===== src/rtl/regfile_mp.sv =====
// regfile_mp: parametrised register file with NREAD asynchronous read ports
// and one synchronous write port. A hardware sweep zeroes every entry after
// reset; busy stays high until the sweep finishes, and reads return zero
// while busy is high. Entry 0 can optionally be hardwired to zero.
// Optional build macro: REGFILE_BYPASS_EN adds write-through forwarding from
// an accepted same-cycle write to any read port addressing the same entry.
module regfile_mp #(
  parameter int DWIDTH   = 32,
  parameter int AWIDTH   = 5,
  parameter int NREAD    = 2,
  parameter int ZERO_REG = 1
) (
  input  logic                     clk,
  input  logic                     rst,
  input  logic                     we,
  input  logic [AWIDTH-1:0]        wa,
  input  logic [DWIDTH-1:0]        wd,
  input  logic [NREAD*AWIDTH-1:0]  ra,
  output logic [NREAD*DWIDTH-1:0]  rd,
  output logic                     busy,
  output logic                     wr_ack
);

  localparam int DEPTH = 2 ** AWIDTH;

  typedef enum logic {
    CLEAR,
    READY
  } state_t;

  state_t            state_q, state_d;
  logic [AWIDTH-1:0] clr_ptr_q, clr_ptr_d;
  logic [DWIDTH-1:0] mem [DEPTH];
  logic              accept;

  // busy comes straight from the state flop, so it is a registered output
  assign busy = (state_q == CLEAR);

  assign accept = we && !busy && !rst && !((ZERO_REG != 0) && (wa == '0));

  // State register, clear pointer and write acknowledge
  always_ff @(posedge clk) begin
    if (rst) begin
      state_q   <= CLEAR;
      clr_ptr_q <= '0;
      wr_ack    <= 1'b0;
    end else begin
      state_q   <= state_d;
      clr_ptr_q <= clr_ptr_d;
      wr_ack    <= accept;
    end
  end

  // Next-state: sweep clr_ptr through every entry, leave CLEAR after the last
  always_comb begin
    state_d   = state_q;
    clr_ptr_d = clr_ptr_q;
    case (state_q)
      CLEAR: begin
        clr_ptr_d = clr_ptr_q + AWIDTH'(1);
        if (clr_ptr_q == '1) begin
          state_d = READY;
        end
      end
      READY: begin
        state_d = READY;
      end
      default: begin
        state_d = CLEAR;
      end
    endcase
  end

  // Storage: sweep writes zeros while clearing; otherwise accepted writes land
  always_ff @(posedge clk) begin
    if (!rst && (state_q == CLEAR)) begin
      mem[clr_ptr_q] <= '0;
    end else if (accept) begin
      mem[wa] <= wd;
    end
  end

  // Read ports: stored value, optional forwarding, zero-register, busy mask
  always_comb begin : read_ports
    logic [AWIDTH-1:0] addr;
    logic [DWIDTH-1:0] val;
    rd = '0;
    for (int unsigned i = 0; i < NREAD; i++) begin
      addr = ra[i*AWIDTH +: AWIDTH];
      val  = mem[addr];
`ifdef REGFILE_BYPASS_EN
      if (accept && (addr == wa)) begin
        val = wd;
      end
`endif
      if ((ZERO_REG != 0) && (addr == '0)) begin
        val = '0;
      end
      if (busy) begin
        val = '0;
      end
      rd[i*DWIDTH +: DWIDTH] = val;
    end
  end

endmodule


===== config.mk =====
export PLATFORM = sky130hd
export DESIGN_NAME = regfile_mp
export DESIGN_NICKNAME = d
export VERILOG_FILES = /design/src/rtl/regfile_mp.sv
export SDC_FILE = /design/constraint.sdc
export NUM_CORES = 1
export LEC_CHECK = 0
export BUFFER_PORTS_ARGS = -buffer_cell sky130_fd_sc_hd__buf_4
export CELL_PAD_IN_SITES_DETAIL_PLACEMENT = 1
export CELL_PAD_IN_SITES_GLOBAL_PLACEMENT = 2
export CORE_UTILIZATION = 47
export CTS_CLUSTER_DIAMETER = 30
export DETAILED_ROUTE_END_ITERATION = 6
export PLACE_DENSITY = 0.89
export SETUP_SLACK_MARGIN = 0.4
export SKIP_CTS_REPAIR_TIMING = 1
export SLEW_MARGIN = 20
export SYNTH_ARGS = -nofsm -noshare
export SYNTH_HDL_FRONTEND = slang
export SYNTH_SLANG_ARGS = --single-unit
export TNS_END_PERCENT = 30

===== constraint.sdc =====
create_clock -name clk -period 6.73 [get_ports clk]
set_input_delay 0.673 -clock clk [delete_from_list [all_inputs] [get_ports clk]]
set_output_delay 0.673 -clock clk [all_outputs]
set_load 0.02 [all_outputs]

; ---- After elaboration in Yosys (flattened, before gate mapping)
; Memory sizes are Yosys's and may differ from the RTL's.
; Index checks and enable logic that the tools add are counted.
[word_totals]
input_bits = 50
mem_count = 1
output_inout_bits = 66
ff_bits = 7
mem_bits_rw = 1024
[op_classes]
addsub = 1
n_mux = 14
n_bitwise = 1
eq_ne = 1
n_reduce_logical = 10
[mem_list]
columns = name, depth, width, rd, rd_ports_with_merged_regs, write_ports, line_no
row1 = mem, 32, 32, 2, 0, 1, 33  ; logic [DWIDTH-1:0] mem [DEPTH];
[ops]
columns = op, count
row1 = two-way mux 32 bit, 5
row2 = OR reduction 32 bit, 1
row3 = zero test 5 bit, 3
row4 = two-way mux 1 bit, 7
row5 = adder 5 x 1 -> 5 bit (second input constant), 1
row6 = equality test 5 bit (second input constant), 1
row7 = two-way mux 5 bit, 1
row8 = logical AND 1 bit, 4
row9 = zero test 1 bit, 2
row10 = case mux 1 bit (2 select lines), 1
row11 = inverter 1 bit, 1

; ---- Longest topological paths before layout
; Gate-level depths: netlist of run 1.
[depth]
word_depth = 8
depth_mapped = 8
depth_no_buf = 5

; ---- Least setup slack after synthesis of run 1
; Ideal clock, no wire load.
[synth_timing]
path_type = in2reg
from = in wa[4]
to = mem mem[2][0] (enable)
path_stages = 5
required_time_ps = 6229
path_slack_ps = 1198
t_arrival_ps = 5031
path_buffers = 1
path_cell_list = or4_1 > o2111a_1 > buf_6 > mux2_4 > nor4_1
[synth_between]
elab_chain_cells = 8
elab_cells_between_ends = 9
classes_between = 5 x mux / 4 x reduce/logical
[synth_rtl]
columns = item, line_no
row1 = start: declaration, 16  ; input logic [AWIDTH-1:0] wa,
row2 = zero test 5 bit, 39  ; assign accept = we && !busy && !rst && !((ZERO_REG != 0) && (wa == '0));
row3 = zero test 1 bit, 39
row4 = logical AND 1 bit, 39
row5 = two-way mux 1 bit, 78  ; end else if (accept) begin
row6 = two-way mux 1 bit, 76  ; if (!rst && (state_q == CLEAR)) begin
row7 = two-way mux 1 bit (not written as such), 79  ; mem[wa] <= wd;
row8 = OR reduction 32 bit (no source line), --
row9 = two-way mux 5 bit (no source line) or two-way mux 1 bit (tied branches), --
row10 = end: declaration, 33
; Several ways; a longest one is shown, not always the timed one.

; ---- Final worst setup path of run 1
[layout_timing]
from = reg state_q
to = out rd[16]
[layout_between]
elab_chain_cells = 1
[layout_rtl]
columns = item, line_no
row1 = start: declaration, 31  ; state_t state_q, state_d;
row2 = start signal: assignment, 48  ; state_q <= state_d;
row3 = two-way mux 32 bit, 99  ; if (busy) begin
row4 = end: declaration, 19  ; output logic [NREAD*DWIDTH-1:0] rd,
; Every way passes these cells.

==> reports/metrics.cfg, run 1 <==
[worst_setup_path]
slowest_delay_ns = 0.96
crit_type = reg -> out
ff2ff_path_depth = 5
ff2ff_setup_slack_ns = 2.50
end_kind = output port
worstReg2RegStart = state_q
cp_top_family = buffers and inverters
path_max_fanout = 27
cp.arrival_ns = 4.52
cp_common_cell = buf_4
cp_num_buf_inv = 3
start_kind = flop
required_ns = 6.06
r2r-end = mem[14][28]
slowest_stage = dfxtp_1
worstPathCellList = inv_1 > nor3_4 > buf_4 > a22oi_1 > nand4_1 > buf_4

[synth]
synth_compound_area_share_pct = 7.66
synth_xor_area_share_pct = 0.0376
yosysSeqAreaShare_pct = 64.3
synthCells = 2884
synth.area.mux_share_pct = 22.1
synth_most_common_cell = edfxtp_1
synth_edf_count = 994
async_reset_ff_share_pct = 0
synth_top_family_by_area = multiplexers
syn-num-nets = 2936
netlist_area_mm2 = 0.0466
synthAdderAreaFrac_pct = 0.0536
ys_types = 49
ys_seq_elements = 1001
synthSimpleGateAreaFrac_pct = 3.66
synth_top_cells_by_count = edfxtp_1, mux2i_1, mux4_2
netlist.top_cell.by_area = edfxtp_1
synthTopCellsByArea = edfxtp_1, mux2i_1, mux4_2, a22oi_1, o22ai_1
syn_avg_cell_area_um2 = 16.2
synth_top_area_share_pct = 64.0
ys_warn_count = 0
ys.flop_type = edfxtp_1

[final_layout]
area_delta_synth_final_pct = 19.5
fin_nets = 3090
layout-drive-gt1-share_pct = 25.0
fillers = 8876
final_cells = 4484

[clock_network]
clkTransAtPathRegs_ns = 0.05
htree_levels = 4
cts_root_buffer = clkbuf_16
numCtsBuffers = 181
cts_buffer_depth = 3
insertion_delay_ns = 0.78
cts.sinks = 1001
cts_tree = built

[sta]
skew_ns = 0.0313
drv_slew = 0
period_minus_slack_ns = 5.19
finalSetupViolations = 0
finalSetupTns_ns = 0
worst_pin_slew_ns = 1.20
slew_headroom_pct = 20.1
fmax_mhz = 193
finalCritPeriodShare_pct = 77.1
grt_setup_unrepaired = false
hold_violations = 0

[run_status]
status = completed

[global_routing]
grt-ovfl-total = 0
grt_pass1_wl_um = 252000
grt_pass1_vias = 34700
antenna_found_initial = 5
grt_use_total_pct = 35.5
grt_max_degree = 130

[placed_design]
portBuffers = 115
dp_hpwl_um = 97300
dp.cells = 4140
place_congestion = 0.866

[die]
start_util_pct = 47.4
die_area_mm2 = 0.101
io_pins = 116
core_mm2 = 0.0984
rows = 115
die_h_um = 317
die_x_um = 317

[hold_path]
min_to = clr_ptr_q[2]
hold_class = in -> reg
min_from = rst
hold_depth = 2

[route]
via_per_inst = 7.34
vias = 32900
drtIter0Drc = 4752
drc_errors = 0
dr.pass1.iters = 5
wl_per_cell_um = 39.9
wirelength_um = 179000
ant_nets = 0

[pwr]
cellLeakagePower_nw = 18.2
power_density_mw_per_mm2 = 304
ir_drop_v = 0.000221

[run]
maxCapViolations = 0

[final cells by class]
| class | instances | area [um2] | area share [%] |
|---|---|---|---|
| clock inverters | 141 | 1690 | 3.02 |
| well taps | 1287 | 1610 | 2.89 |
| repair buffers | 211 | 1850 | 3.33 |
| inverters | 7 | 26.3 | 0.0471 |
| flip-flops and latches | 1001 | 30000 | 53.8 |
| multi-input cells | 1636 | 16000 | 28.7 |
| diodes | 6 | 15.0 | 0.0269 |
| clock buffers | 195 | 4580 | 8.22 |
[power breakdown]
group | internal [W] | switching (W)
logic | 0.000266 | 0.000464
clock network | 0.00589 | 0.00354
registers | 0.00679 | 0.0000201
total | 0.0130 | 0.00402
[state kept, by name, indices dropped and copies added, names as in the netlist]
register,flops
mem,994
clr_ptr_q,5
state_q,1
wr_ack,1
[metal layers]
| layer | vias up | track usage [%] | part of all wire, % |
|---|---|---|---|
| met5 | - | 0 | 0.018 |
| li1 | 12400 | - | - |
| met4 | 4 | 22.5 | 6.9 |
| met1 | 16800 | 43.8 | 34 |
| met3 | 807 | 11.1 | 14 |
| met2 | 2959 | 54.5 | 46 |
[layout by cell type (no fill, tap or decap), types with 5 or more instances in the layout]
cell type | netlist | layout
mux2i_1 | 580 | 580
inv_1 | 7 | 7
a22oi_1 | 189 | 189
o22ai_1 | 191 | 191
inv_6 | 0 | 17
and2_1 | 34 | 12
nor4_2 | 0 | 8
buf_8 | 0 | 6
clkinv_2 | 0 | 20
nor3_2 | 6 | 17
nand2_1 | 131 | 131
or3b_2 | 8 | 6
clkinv_16 | 0 | 6
buf_4 | 0 | 190
nor3_4 | 0 | 7
clkbuf_16 | 0 | 181
buf_12 | 0 | 10
clkinvlp_4 | 0 | 26
bufinv_16 | 0 | 23
nand4_1 | 63 | 63
o21ai_0 | 63 | 63
edfxtp_1 | 994 | 994
clkinv_1 | 0 | 23
nand3_1 | 5 | 5
nor2b_1 | 11 | 7
nor2_4 | 0 | 12
clkbuf_1 | 148 | 14
diode_2 | 0 | 6
nor2_1 | 24 | 12
dfxtp_1 | 7 | 7
nand3b_1 | 7 | 7
clkinv_4 | 0 | 18
mux4_2 | 193 | 193
a221oi_1 | 62 | 62
and2_2 | 0 | 22
buf_16 | 0 | 5
[how the worst max path moves through the flow]
stage                 to    start  slack (ns)  cells after the start
3_3_place_gp      rd[15]    ra[0]        2.19                      7
5_1_grt           rd[61]  state_q        1.63                      6
2_1_floorplan  mem[2][0]    wa[4]        1.20                      5
6_report          rd[16]  state_q        1.54                      6
4_1_cts           rd[16]  state_q        1.78                      6
3_5_place_dp      rd[19]    ra[0]        2.04                      7
[worst register-to-register path, cell delays in order (launching register included)]
cell and delay (ns):
dfxtp_1 0.96, o2111a_2 0.32, buf_4 0.62, mux2_4 0.50, nor3_4 0.78, buf_4 0.65
[through the flow]
| stage | power [W] | hold slack (ns) | worst slack (ns) | util [%] | area, um2 |
|---|---|---|---|---|---|
| detailed placement | 0.00762 | 0.498 | 2.04 | 50.2 | 49400 |
| global route | 0.0172 | 0.123 | 1.63 | 56.6 | 55700 |
| floorplan | 0.00739 | 0.465 | 1.20 | - | 46600 |
| CTS | 0.0169 | 0.107 | 1.78 | 56.6 | 55700 |
| global placement | 0.00760 | 0.485 | 2.19 | 50.0 | 49300 |
| finish | 0.0170 | 0.136 | 1.54 | 56.7 | 55800 |
[cell families after synthesis]
kind of cell    after synthesis
compound gates              519
xor+xnor                      2
fa+ha+maj                     2
buf+inv                     247
flops                      1001
mux                         783
simple gates                330
Note: power is estimated with default switching activity, not from simulation.
==> run 2: changes to the inputs <==
- CORE_UTILIZATION: 47 -> 43
- PLACE_DENSITY: 0.89 -> 0.86
- clock period: 6.73 -> 4.65 ns (I/O delays scaled with it)
==> run 2 against run 1 <==
  * Critical path type unchanged
  * Flip-flop and latch count did not move
  * Sequential share of layout area fell by 0.55 points
  * Critical path depth fell by 1
  * Sequential power rose by 45%
==> reports/metrics.cfg, run 2 (synthesis gave the netlist of run 1 again) <==
[worst_setup_path]
slowest_stage = or3b_2
required_ns = 4.18
path_max_fanout = 32
start_kind = flop
worstPathCellList = or3b_2 > a221oi_1 > a22oi_1 > nand4_1 > buf_4
crit_type = reg -> out
end_kind = output port
slowest_delay_ns = 0.94
cp_num_buf_inv = 1
cp_top_family = simple AND/OR/NAND/NOR gates
cp.arrival_ns = 3.58

[die]
io_pins = 116
core_mm2 = 0.107
rows = 120
die_x_um = 331
start_util_pct = 43.5
die_h_um = 331
die_area_mm2 = 0.110

[final_layout]
fillers = 9855
ff_latch_area_mm2 = 0.0300
multiInputGateArea_mm2 = 0.0160
fin_nets = 3128
largest_reg_flops = 994
area_delta_synth_final_pct = 20.8
layout-drive-gt1-share_pct = 26.1
final_common_cell = edfxtp_1
top_register = mem
layout_common_cells = edfxtp_1, mux2i_1, buf_4
reg.largest.list = mem x994, clr_ptr_q x5

[route]
wirelength_um = 165000
ant_nets = 0
vias = 31700
drtIter0Drc = 3827
via_per_inst = 6.82
drc_errors = 0
wl_per_cell_um = 35.4
dr.pass1.iters = 6

[placed_design]
portBuffers = 115
place_ws_ns = 0.921
place_congestion = 0.890
dp_hpwl_um = 95900

[clock_network]
cts.sinks = 1001
cts_root_buffer = clkbuf_16
clkTransAtPathRegs_ns = 0.05
htree_levels = 4
insertion_delay_ns = 0.79
numCtsBuffers = 193
cts_buffer_depth = 3
cts_tree = built

[sta]
hold_violations = 0
setup_slack_ns = 0.607
grt_setup_unrepaired = false
slew_headroom_pct = 24.1
skew_ns = 0.0451
finalSetupViolations = 0
finalSetupTns_ns = 0
worst_pin_slew_ns = 1.14
hold_slack_ns = 0.338
finalCritPeriodShare_pct = 86.9
drv_slew = 0
fmax_mhz = 247
period_minus_slack_ns = 4.04

[pwr]
totalPowerFinal_w = 0.0248
power_density_mw_per_mm2 = 441
ir_drop_v = 0.000340
cellLeakagePower_nw = 18.4

[global_routing]
busiest_layer = met2
grt_pass1_wl_um = 236000
met2_usage_pct = 47.2
grt_pass1_vias = 33400
grtUsageMet3_pct = 5.69
grt-ovfl-total = 0
grt_max_degree = 127
met1_usage_pct = 39.0
antenna_found_initial = 4
grt_use_total_pct = 29.5

[run]
maxCapViolations = 0

[hold_path]
hold_class = in -> reg

[run_status]
status = completed

-- run 2: per-stage QoR --
| stage | cells | utilization (%) | area, um2 |
|---|---|---|---|
| floorplan | 2884 | - | 46700 |
| global placement | 4270 | 46.2 | 49600 |
| detailed placement | 4270 | 46.2 | 49600 |
| CTS | 4630 | 52.3 | 56200 |
| global route | 4644 | 52.5 | 56300 |
| finish | 4645 | 52.5 | 56300 |
-- run 2: worst paths after layout --
check,depth (start not counted),slack (ns),to,startpoint
worst max-delay path,5,0.61,rd[18],state_q
worst min register to register,2,0.55,clr_ptr_q[0],clr_ptr_q[0]
worst min-delay path,3,0.34,mem[0][30],wa[3]
worst max register to register,5,1.40,mem[8][22],state_q
-- run 2: cell type report --
class | instances | area share (%)
Tap cell | 1403 | 3.12
Multi-Input combinational cell | 1637 | 28.4
Antenna cell | 1 | 0.00444
Clock buffer | 213 | 8.74
Timing Repair Buffer | 236 | 3.58
Clock inverter | 147 | 2.87
Sequential cell | 1001 | 53.2
Inverter | 7 | 0.0466
-- run 2: tightest hold or removal path, cell delays in order --
cell	delay [ns]
buf_4	0.15
mux2_4	0.21
nor4_1	0.11
-- run 2: per-layer routing --
metal  part of all wire (%)  vias to the layer above
met3                     10                      435
met5                  0.025                        -
met4                    4.2                        6
met2                     48                     2174
li1                       -                    12500
met1                     38                    16600
-- run 2: report_power, final --
part           internal [W]  switching [W]
clock               0.00885        0.00509
sequential          0.00984      0.0000265
combinational      0.000394       0.000635
total                0.0191        0.00576
